<file path="src/rtl/sqemux_switch_ctrl.sv">
// -----------------------------------------------------------------------------
// sqemux_switch_ctrl
//
// Sequencer for the SQEMUX clock-select mux. Every source switch is gated:
// SEN is dropped, the mux is held disabled for DIS_CYCLES, SELECT changes,
// the path settles for SETTLE_CYCLES, then SEN is raised again together
// with a one-cycle ACK.
//
// Ports
//   QCK        in   clock
//   QRT        in   asynchronous active-high reset
//   REQ_VALID  in   switch request valid
//   REQ_SEL    in   requested source (0 = QMUXIN, 1 = SQHSCK)
//   REQ_READY  out  request accepted when REQ_VALID && REQ_READY
//   ACK        out  one-cycle pulse when an accepted request completes
//   BUSY       out  switch sequence in progress
//   SELECT     out  to SQEMUX.SELECT (registered)
//   SEN        out  to SQEMUX.SEN (registered)
//   DEN        out  to SQEMUX.DEN, tied 0 (static mode)
//   DYNEN      out  to SQEMUX.DYNEN, tied 0
//   HS_ALIVE   in   (SQEMUX_CTRL_FALLBACK_EN only) SQHSCK health, sync to QCK
//   FALLBACK   out  (SQEMUX_CTRL_FALLBACK_EN only) set by an autonomous
//                   return to QMUXIN, cleared after the next accepted request
//
// Optional feature macro: SQEMUX_CTRL_FALLBACK_EN
// -----------------------------------------------------------------------------
module sqemux_switch_ctrl #(
  parameter int DIS_CYCLES    = 4,
  parameter int SETTLE_CYCLES = 4,
  parameter int CNT_W         = 4
) (
  input  logic QCK,
  input  logic QRT,
  input  logic REQ_VALID,
  input  logic REQ_SEL,
`ifdef SQEMUX_CTRL_FALLBACK_EN
  input  logic HS_ALIVE,
  output logic FALLBACK,
`endif
  output logic REQ_READY,
  output logic ACK,
  output logic BUSY,
  output logic SELECT,
  output logic SEN,
  output logic DEN,
  output logic DYNEN
);

  typedef enum logic [1:0] {
    ST_IDLE = 2'd0,
    ST_GATE = 2'd1,
    ST_SWAP = 2'd2
  } state_t;

  localparam logic [CNT_W-1:0] DIS_LOAD    = CNT_W'(DIS_CYCLES - 1);
  localparam logic [CNT_W-1:0] SETTLE_LOAD = CNT_W'(SETTLE_CYCLES - 1);

  state_t           state_q, state_d;
  logic [CNT_W-1:0] cnt_q, cnt_d;
  logic             select_q, select_d;
  logic             target_q, target_d;
  logic             sen_q, sen_d;
  logic             busy_q, busy_d;
  logic             ack_q, ack_d;
  logic             auto_q, auto_d;    // current sequence is an autonomous fallback
  logic             trigger;
  logic             accept;
  logic             req_ready;

`ifdef SQEMUX_CTRL_FALLBACK_EN
  logic [1:0] hs_low_q, hs_low_d;      // HS_ALIVE low history, bit0 = last cycle
  logic       fallback_q, fallback_d;

  // Fires once HS_ALIVE has been seen low for two consecutive cycles while
  // idle on SQHSCK. Built only from flops so REQ_READY stays glitch-free.
  assign trigger  = (state_q == ST_IDLE) && select_q && (hs_low_q == 2'b11);
  assign FALLBACK = fallback_q;
`else
  assign trigger = 1'b0;
`endif

  // The trigger takes priority over a user request in the same idle cycle.
  assign req_ready = (state_q == ST_IDLE) && !trigger;
  assign accept    = REQ_VALID && req_ready;

  always_comb begin
    state_d  = state_q;
    cnt_d    = cnt_q;
    select_d = select_q;
    target_d = target_q;
    sen_d    = sen_q;
    busy_d   = busy_q;
    ack_d    = 1'b0;
    auto_d   = auto_q;
`ifdef SQEMUX_CTRL_FALLBACK_EN
    hs_low_d   = {hs_low_q[0], ~HS_ALIVE};
    fallback_d = accept ? 1'b0 : fallback_q;
`endif
    unique case (state_q)
      ST_IDLE: begin
        if (trigger) begin
          target_d = 1'b0;
          auto_d   = 1'b1;
          state_d  = ST_GATE;
          sen_d    = 1'b0;
          busy_d   = 1'b1;
          cnt_d    = DIS_LOAD;
        end else if (accept) begin
          auto_d = 1'b0;
          if (REQ_SEL == select_q) begin
            ack_d = 1'b1;              // already on the requested source
          end else begin
            target_d = REQ_SEL;
            state_d  = ST_GATE;
            sen_d    = 1'b0;
            busy_d   = 1'b1;
            cnt_d    = DIS_LOAD;
          end
        end
      end
      ST_GATE: begin
        if (cnt_q == '0) begin
          state_d  = ST_SWAP;
          select_d = target_q;
          cnt_d    = SETTLE_LOAD;
`ifdef SQEMUX_CTRL_FALLBACK_EN
          if (auto_q) fallback_d = 1'b1;
`endif
        end else begin
          cnt_d = cnt_q - 1'b1;
        end
      end
      ST_SWAP: begin
        if (cnt_q == '0) begin
          state_d = ST_IDLE;
          sen_d   = 1'b1;
          busy_d  = 1'b0;
          ack_d   = !auto_q;           // autonomous sequences are not acknowledged
        end else begin
          cnt_d = cnt_q - 1'b1;
        end
      end
      default: begin
        state_d = ST_IDLE;
        sen_d   = 1'b1;
        busy_d  = 1'b0;
        cnt_d   = '0;
      end
    endcase
  end

  always_ff @(posedge QCK or posedge QRT) begin
    if (QRT) begin
      state_q  <= ST_IDLE;
      cnt_q    <= '0;
      select_q <= 1'b0;
      target_q <= 1'b0;
      sen_q    <= 1'b1;
      busy_q   <= 1'b0;
      ack_q    <= 1'b0;
      auto_q   <= 1'b0;
`ifdef SQEMUX_CTRL_FALLBACK_EN
      hs_low_q   <= 2'b00;
      fallback_q <= 1'b0;
`endif
    end else begin
      state_q  <= state_d;
      cnt_q    <= cnt_d;
      select_q <= select_d;
      target_q <= target_d;
      sen_q    <= sen_d;
      busy_q   <= busy_d;
      ack_q    <= ack_d;
      auto_q   <= auto_d;
`ifdef SQEMUX_CTRL_FALLBACK_EN
      hs_low_q   <= hs_low_d;
      fallback_q <= fallback_d;
`endif
    end
  end

  assign REQ_READY = req_ready;
  assign ACK       = ack_q;
  assign BUSY      = busy_q;
  assign SELECT    = select_q;
  assign SEN       = sen_q;
  assign DEN       = 1'b0;
  assign DYNEN     = 1'b0;

endmodule

</file>
<file path="config.mk">
export PLATFORM = sky130hd
export DESIGN_NAME = sqemux_switch_ctrl
export DESIGN_NICKNAME = d
export VERILOG_FILES = /design/src/rtl/sqemux_switch_ctrl.sv
export SDC_FILE = /design/constraint.sdc
export NUM_CORES = 1
export LEC_CHECK = 0
export CORE_MARGIN = 4
export CORE_UTILIZATION = 40
export DETAILED_ROUTE_END_ITERATION = 16
export PLACE_DENSITY_LB_ADDON = 0.15
export SETUP_SLACK_MARGIN = 0.5
export SYNTH_ARGS = -nofsm -noshare
export SYNTH_HDL_FRONTEND = slang
export SYNTH_SLANG_ARGS = --single-unit
</file>
<file path="constraint.sdc">
create_clock -name QCK -period 1.9 [get_ports QCK]
set_input_delay 0.19 -clock QCK [delete_from_list [all_inputs] [get_ports QCK]]
set_output_delay 0.19 -clock QCK [all_outputs]
set_load 0.1 [all_outputs]
</file>
==> flow_metrics.env, run 1 <==
export IMPL_status="finished, final reports clean"
export IMPL_routedWlPerCell_um=14.4
export IMPL_synth_simple_area_share=0.181
export IMPL_yosysSeqAreaShare=0.417
export IMPL_tritoncts="yes"
export IMPL_drtPass1Iterations=4
export IMPL_die_area_um2=2370
export IMPL_dieWidth_um=48.7
export IMPL_synth_top_area_share=0.377
export IMPL_cts_buffers=3
export IMPL_synth_area_leaders="dfrtp_1 38%, inv_1 5.7%, dfstp_2 4.0%"
export IMPL_via_per_inst=5.28
export IMPL_drive_gt1_frac=0.352
export IMPL_yosys_mux_area_fraction=0.0170
export IMPL_h_tree_depth=1
export IMPL_path_class="reg -> reg"
export IMPL_clock_latency_ns=0.27
export IMPL_start_kind="register"
export IMPL_endpoint_kind="register"
export IMPL_diodes=0
export IMPL_hold_violations=0
export IMPL_vias=549
export IMPL_grt_remaining_overflow=0
export IMPL_finalMaxSlewViolations=0
export IMPL_fp_dieH_um=48.7
export IMPL_portBuffers=8
export IMPL_synthArstFlopShare=1.00
export IMPL_fin_ws_ns=0.441
export IMPL_num_rows=14
export IMPL_grt_pass1_vias=527
export IMPL_yosys_area_top_type="dfrtp_1"
export IMPL_postCtsHoldBufs=0
export IMPL_pin_count=11
export IMPL_synth_top_family_by_area="compound AO/OA/AOI/OAI gates"
export IMPL_synthAdderAreaFrac=0.0377
export IMPL_clk_pin_slew_worst_paths_ns=0.07
export IMPL_grtUsageTotal=0.131
export IMPL_route_detailed_drc=0
export IMPL_rsz0062_at_grt="true"
export IMPL_synth_edf_count=0
export IMPL_antenna_found_initial=0
export IMPL_mappedNetlistArea_um2=663
export IMPL_ys_ff_latch=11
export IMPL_min_path_type="in -> async"
export IMPL_wl_mm=1.50
export IMPL_clock_sinks=11
export IMPL_synth_cell_types=34
export IMPL_root_buffer="clkbuf_4"
export IMPL_setup_viol=0
export IMPL_gp_congestion=0.787
export IMPL_synthToLayoutAreaGrowth_pct=32.6
export IMPL_hpwl_mm=1.01
export IMPL_critPathRequiredTime_ns=2.06
export IMPL_grt_pass1_wl_mm=2.53
export IMPL_maxCapViolCount=0
export IMPL_dp_slack_ns=0.335
export IMPL_synth_compound_area_share=0.208
export IMPL_drt_iter0_drc=2
export IMPL_setup_worst_path_start="cnt_q[0]"
export IMPL_detail_route_antenna_nets=0
export IMPL_period_needed_ns=1.46
export IMPL_initial_core_util=0.430
export IMPL_max_clock_path_buffers=2
export IMPL_r2r_start="cnt_q[0]"
export IMPL_fin_worst_skew_ns=0.000819
export IMPL_fillerInstances=138
export IMPL_synth_warning_count=0
export IMPL_fmax_mhz=685
export IMPL_grt_max_degree=14
export IMPL_critPathMaxFanout=4
export IMPL_critPathArrivalTime_ns=1.62
export IMPL_synth_xor_area_share=0.0396
export IMPL_postSynthCellCount=69
export IMPL_timing_final_crit_share=0.768
export IMPL_syn_avg_cell_area_um2=9.61
export IMPL_coreArea_um2=1540
export IMPL_fin_tns_setup_ns=0
export IMPL_nets=95
export IMPL_synth_ff_type="dfrtp_1"
-- worst paths after layout --
check,endpoint,slack (ns),cells after the start
max in group asynchronous,SEN,1.36,2
max reg2reg,cnt_q[1],0.44,5
min reg2reg,BUSY,0.52,1
min in group QCK,BUSY,0.52,1
min,target_q,0.21,2
max,cnt_q[1],0.44,5
-- stage by stage --
step / area, um2 / std cells / utilization / hold slack (ns)
finish: 880 / 104 / 0.571 / 0.212
global placement: 785 / 91 / 0.509 / 0.495
detailed placement: 785 / 91 / 0.509 / 0.484
CTS: 872 / 103 / 0.566 / 0.226
global route: 880 / 104 / 0.571 / 0.252
floorplan: 702 / 70 / - / 0.0417
-- critical path, stage by stage (launching register included) --
cell and delay [ns]:
dfrtp_1 0.39, inv_2 0.08, ha_4 0.13, or3b_4 0.40, o31a_1 0.24, o211a_1 0.11
-- per-layer routing --
| metal | global-route usage | vias to the layer above | share of wire |
|---|---|---|---|
| li1 | - | 282 | - |
| met1 | 0.195 | 254 | 0.49 |
| met2 | 0.178 | 13 | 0.44 |
| met3 | 0.0613 | 0 | 0.063 |
| met4 | 0.0135 | 0 | 0 |
| met5 | 0 | - | 0 |
-- sequential cells by signal, summed over array words and instances, names as in the netlist --
register,flops
SELECT,1
ACK,1
target_q,1
SEN,1
BUSY,1
state_q,2
cnt_q,4
-- cells in the mapped netlist (2+ instances only) --
master     n
a21oi_1    4
o211ai_1   3
nor3_1     2
dfrtp_1   10
buf_4      2
ha_1       2
o21ai_0    3
inv_1     10
nor2_1     3
a211oi_1   2
buf_2      2
xor2_1     3
a21o_1     2
-- timing repair --
action | in CTS | in global routing
pin swaps | 1 | 2
setup buffers | 8 | 1
endpoints found under the hold margin | 0 | 0
gates resized for setup | 1 | 0
endpoints found under the setup margin | 6 | 5
-- layout by cell type, fill, tap and decap left out, types with 2 or more instances in the layout --
cell             instances
a211oi_1                 2
a21o_1                   2
a21oi_1                  4
buf_4                   14
clkbuf_4                 3
clkdlybuf4s50_1          3
conb_1                   2
dfrtp_1                  8
dfrtp_2                  2
inv_1                    7
inv_2                    2
nor2_1                   3
nor3_1                   2
o211ai_1                 3
o21ai_0                  3
xor2_1                   3
-- logic make-up (layout without fill, tap and decap cells) --
group / Yosys count / in the layout
adder cells (fa/ha/maj): 2 / 2
AND/OR/NAND/NOR: 17 / 17
multiplexers: 1 / 1
flip-flops: 11 / 11
buffers and inverters: 14 / 32
XOR/XNOR: 3 / 3
other: 1 / 2
AO/OA/AOI/OAI: 20 / 20
-- layout make-up --
cell class / instances / area (um2) / share of cell area
multi-input combinational: 45 / 358 / 0.407
sequential: 11 / 279 / 0.317
timing repair buffer: 18 / 155 / 0.176
inverter: 10 / 41.3 / 0.0469
clock buffer: 4 / 26.3 / 0.0299
tap: 16 / 20.0 / 0.0228
Power of run 1 is left out: the tool's default activity adds up to more than one toggle a clock period on the data nets, which glitch-free logic cannot reach.
==> inputs of run 2 (changes only) <==
==> constraint.sdc (replaced) <==
create_clock -name QCK -period 1.29 [get_ports QCK]
set_input_delay 0.129 -clock QCK [delete_from_list [all_inputs] [get_ports QCK]]
set_output_delay 0.129 -clock QCK [all_outputs]
set_load 0.1 [all_outputs]
==> run 2 against run 1 <==
- via count up 25%
- worst hold slack worse by 0.078 ns
- design area up 43%
- register-to-register slack worse by 0.64 ns
- utilization up 24 points
- non-clock buffer count up 18
- largest cell class unchanged
- clock skew up 0.0042 ns
- sequential share of layout area down 8.9 points
- first-iteration DRC count rose to 3.5 times the previous value
- critical endpoint unchanged
- the run now ends with negative setup slack left
==> flow_metrics.env, run 2 (same netlist as run 1, synthesis figures left out) <==
export IMPL_status="finished with violations"
export IMPL_violations="negative setup slack"
export IMPL_dp_slack_ns=-0.177
export IMPL_top_register="cnt_q"
export IMPL_hold_violations=0
export IMPL_layout_commonest_cell="buf_4"
export IMPL_gp_congestion=0.816
export IMPL_via_per_inst=5.62
export IMPL_grtUsageTotal=0.171
export IMPL_fin_worst_skew_ns=0.00497
export IMPL_top_layer_used="met4"
export IMPL_period_needed_ns=1.49
export IMPL_setup_viol=7
export IMPL_timing_final_crit_share=1.15
export IMPL_maxCapViolCount=0
export IMPL_whs_ns=0.134
export IMPL_fin_ws_ns=-0.196
export IMPL_rsz0062_at_grt="true"
export IMPL_largest_reg_flops=4
export IMPL_drt_iter0_drc=7
export IMPL_path_class="reg -> reg"
export IMPL_hpwl_mm=1.14
export IMPL_path_cells="inv_2 -> ha_4 -> or3b_4 -> o31a_1 -> o211a_1"
export IMPL_max_clock_path_buffers=2
export IMPL_portBuffers=8
export IMPL_wl_met3_um=120
export IMPL_grt_pass1_wl_mm=3.11
export IMPL_clock_latency_ns=0.28
export IMPL_h_tree_depth=1
export IMPL_final_cell_mix="18 x buf_4, 10 x buf_6, 7 x inv_1, 7 x dfrtp_1, 5 x buf_12"
export IMPL_grt_remaining_overflow=0
export IMPL_synthToLayoutAreaGrowth_pct=89.1
export IMPL_cpPeakStageDelay_ns=0.41
export IMPL_met1_length_um=916
export IMPL_initial_core_util=0.430
export IMPL_critPathRequiredTime_ns=1.46
export IMPL_drive_gt1_frac=0.642
export IMPL_wl_mm=2.16
export IMPL_cp_slowest_cell="or3b_4"
export IMPL_die_area_um2=2370
export IMPL_clk_pin_slew_worst_paths_ns=0.07
export IMPL_grt_max_degree=14
export IMPL_pin_count=11
export IMPL_finalMaxSlewViolations=0
export IMPL_wl_met2_mm=1.04
export IMPL_cts_buffers=3
export IMPL_critPathMaxFanout=4
export IMPL_dieWidth_um=48.7
export IMPL_start_kind="register"
export IMPL_min_path_type="in -> async"
export IMPL_fmax_mhz=673
export IMPL_grt_pass1_vias=665
export IMPL_vias=686
export IMPL_top_regs="cnt_q (4), state_q (2)"
export IMPL_drtPass1Iterations=4
export IMPL_fp_dieH_um=48.7
export IMPL_antenna_found_initial=0
export IMPL_coreArea_um2=1540
export IMPL_fillerInstances=73
export IMPL_tritoncts="yes"
export IMPL_diodes=0
export IMPL_nets=113
export IMPL_critPathArrivalTime_ns=1.66
export IMPL_root_buffer="clkbuf_4"
export IMPL_num_rows=14
export IMPL_clock_sinks=11
export IMPL_detail_route_antenna_nets=0
export IMPL_endpoint_kind="register"
export IMPL_route_detailed_drc=0
export IMPL_routedWlPerCell_um=17.7
run 2: per-stage QoR:
| step | util | std cells | instance area (um2) | TNS (ns) |
|---|---|---|---|---|
| global route | 0.813 | 122 | 1250 | -1.13 |
| global placement | 0.633 | 106 | 976 | -0.586 |
| detailed placement | 0.633 | 106 | 976 | -0.702 |
| finish | 0.813 | 122 | 1250 | -0.685 |
| floorplan | - | 70 | 731 | -0.725 |
| CTS | 0.718 | 117 | 1110 | -0.533 |
run 2: per-layer routing:
metal  up-vias  track usage
li1        317            -
met1       337        0.188
met2        23        0.261
met3         9       0.0828
met4         0        0.108
met5         -            0
run 2: final cells by class:
cell class              instances  area (um2)  share of cell area
multi-input cells              45         502               0.400
clock buffers                   4        26.3              0.0210
inverters                      10        41.3              0.0329
well taps                      16        20.0              0.0160
flip-flops and latches         11         287               0.229
repair buffers                 36         378               0.301
run 2: what timing repair did:
action | 4_1_cts | 5_1_grt
gates cloned | 0 | 0
setup buffers | 7 | 5
hold buffers | 0 | 0
gates resized for setup | 12 | 20
setup endpoints to repair | 16 | 16
pin swaps | 3 | 13
run 2: worst paths after layout:
path,start,endpoint,slack (ns),cells after the start
max in group asynchronous,QRT,SEN,0.82,2
min in group QCK,REQ_SEL,target_q,0.56,3
worst max-delay path,cnt_q[0],cnt_q[1],-0.20,5
worst max register to register,cnt_q[0],cnt_q[1],-0.20,5
worst min register to register,BUSY,BUSY,0.56,1
worst min-delay path,QRT,SELECT,0.13,2
run 2: critical path: cells and delay by family (launching register included):
kind / cells / cell delay (ns)
adders and majority gates: 1 / 0.15
DFF: 1 / 0.39
AOI/OAI and AO/OA: 2 / 0.36
buffers and inverters: 1 / 0.08
and+or+nand+nor: 1 / 0.41
Power of run 2 is left out for the same reason.
==> inputs of run 3 (changes only) <==
--- a/config.mk
+++ b/config.mk
@@ -6,7 +6,7 @@
 export NUM_CORES = 1
 export LEC_CHECK = 0
 export CORE_MARGIN = 4
-export CORE_UTILIZATION = 40
+export CORE_UTILIZATION = 45
 export DETAILED_ROUTE_END_ITERATION = 16
 export PLACE_DENSITY_LB_ADDON = 0.15
 export SETUP_SLACK_MARGIN = 0.5
==> constraint.sdc (replaced) <==
create_clock -name QCK -period 1.29 [get_ports QCK]
set_input_delay 0.129 -clock QCK [delete_from_list [all_inputs] [get_ports QCK]]
set_output_delay 0.129 -clock QCK [all_outputs]
set_load 0.05 [all_outputs]
==> run 3 against run 2 <==
- the run still ends with negative setup slack left
- wire length decreased by 8.2%
- cell count down 4.9%
- clock-buffer cell count is the same
- critical path depth is the same
- critical endpoint unchanged
- maximum frequency is 1.3% higher
==> flow_metrics.env, run 3 (same netlist as run 1, synthesis figures left out) <==
export IMPL_status="finished with violations"
export IMPL_fin_tns_setup_ns=-0.962
export IMPL_via_per_inst=5.59
export IMPL_final_cells=116
export IMPL_num_rows=13
export IMPL_regArea_um2=277
export IMPL_leakagePower_uw=0.000505
export IMPL_wl_met3_um=78
export IMPL_root_buffer="clkbuf_4"
export IMPL_drtPass1Iterations=4
export IMPL_ir_worst_vdd_mv=1.79
export IMPL_hold_violations=0
export IMPL_critPathMaxFanout=4
export IMPL_multi_input_area_um2=463
export IMPL_grt_pass1_vias=628
export IMPL_min_path_type="in -> async"
export IMPL_critPathArrivalTime_ns=1.65
export IMPL_fillerInstances=62
export IMPL_synthToLayoutAreaGrowth_pct=74.7
export IMPL_vias=649
export IMPL_portBuffers=8
export IMPL_routedWlPerCell_um=17.1
export IMPL_clock_latency_ns=0.28
export IMPL_p_per_area_nw_per_um2=2930
export IMPL_pin_count=11
export IMPL_tritoncts="yes"
export IMPL_hpwl_mm=1.10
export IMPL_grtUsageTotal=0.202
export IMPL_fp_dieH_um=46.4
export IMPL_path_class="reg -> reg"
export IMPL_diodes=0
export IMPL_grt_max_degree=14
export IMPL_dieWidth_um=46.4
export IMPL_wl_met2_um=904
export IMPL_timing_final_crit_share=1.14
export IMPL_violations="negative setup slack"
export IMPL_period_needed_ns=1.47
export IMPL_route_detailed_drc=0
export IMPL_finalMaxSlewViolations=0
export IMPL_cts_buffers=3
export IMPL_final_cell_mix="15 x buf_4, 10 x dfrtp_1, 8 x buf_6, 7 x inv_1, 5 x buf_12"
export IMPL_place_area_um2=926
export IMPL_top_register="cnt_q"
export IMPL_r2r_cells=5
export IMPL_fin_worst_skew_ns=0.00366
export IMPL_die_area_um2=2150
export IMPL_critPathRequiredTime_ns=1.47
export IMPL_antenna_found_initial=0
export IMPL_grt_pass1_wl_mm=2.92
export IMPL_whs_ns=0.133
export IMPL_detail_route_antenna_nets=0
export IMPL_clock_sinks=11
export IMPL_largest_reg_flops=4
export IMPL_setup_viol=9
export IMPL_dp_cells=102
export IMPL_h_tree_depth=1
export IMPL_drive_gt1_frac=0.574
export IMPL_met1_length_um=955
export IMPL_grt_remaining_overflow=0
export IMPL_maxCapViolCount=0
export IMPL_clk_pin_slew_worst_paths_ns=0.08
export IMPL_fin_ws_ns=-0.177
export IMPL_fmax_mhz=682
export IMPL_drt_iter0_drc=10
export IMPL_endpoint_kind="register"
export IMPL_top_regs="cnt_q (4), state_q (2)"
export IMPL_top_layer_used="met4"
export IMPL_nets=108
export IMPL_layout_commonest_cell="buf_4"
export IMPL_final_area_um2=1160
export IMPL_rsz0062_at_grt="true"
export IMPL_wl_mm=1.98
export IMPL_initial_core_util=0.491
export IMPL_start_kind="register"
export IMPL_max_clock_path_buffers=2
export IMPL_gp_congestion=0.800
export IMPL_coreArea_um2=1350
## run 3: cell types whose count changed in the layout (fill, tap and decap cells not counted), moves of 2 or more
cell / delta
buf_4: -3
dfrtp_1: +3
buf_6: -2
dfrtp_2: -2
nor2_4: +2
## run 3: path summary, 6_finish.rpt
check | from | to | slack, ns
min | QRT | state_q[1] | 0.13
min in group QCK | REQ_SEL | target_q | 0.50
max | cnt_q[1] | cnt_q[1] | -0.18
max in group asynchronous | QRT | SEN | 0.82
min reg2reg | SEN | SEN | 0.54
max reg2reg | cnt_q[1] | cnt_q[1] | -0.18
## run 3: layer usage
| layer | vias to the layer above | global-route usage |
|---|---|---|
| li1 | 309 | - |
| met1 | 318 | 0.248 |
| met2 | 18 | 0.305 |
| met3 | 4 | 0.0664 |
| met4 | 0 | 0.119 |
| met5 | - | 0 |
## run 3: where the power goes
part	total (uW)	internal, uW	switching, uW
sequential	663	512	151
combinational	2470	1280	1190
clock	258	120	137
total	3390	1910	1480
## run 3: critical path, cell delays in order, from the launching register on
cell,delay [ns]
dfrtp_1,0.39
inv_2,0.08
ha_4,0.13
or3b_4,0.40
o31a_1,0.25
o211a_1,0.10
## run 3: cell type report
type | count | share of cell area
multi-input cells | 45 | 0.400
flip-flops and latches | 11 | 0.239
repair buffers | 31 | 0.287
clock buffers | 4 | 0.0227
inverters | 10 | 0.0356
well taps | 15 | 0.0162
## run 3: what timing repair did
| item | 4_1_cts | 5_1_grt |
|---|---|---|
| buffers inserted | 5 | 5 |
| hold buffers | 0 | 0 |
| hold endpoints to repair | 0 | 0 |
| setup endpoints to repair | 16 | 16 |
| gates resized for setup | 17 | 12 |
| pin swaps | 7 | 7 |
## run 3: per-stage QoR
step / setup WS (ns) / util / power, uW
2_1_floorplan: -0.189 / - / 1700
3_3_place_gp: -0.138 / 0.686 / 2410
3_5_place_dp: -0.163 / 0.686 / 2450
4_1_cts: -0.172 / 0.781 / 3000
5_1_grt: -0.231 / 0.858 / 3600
6_report: -0.177 / 0.858 / 3390
Power figures use the tool's default switching activity.
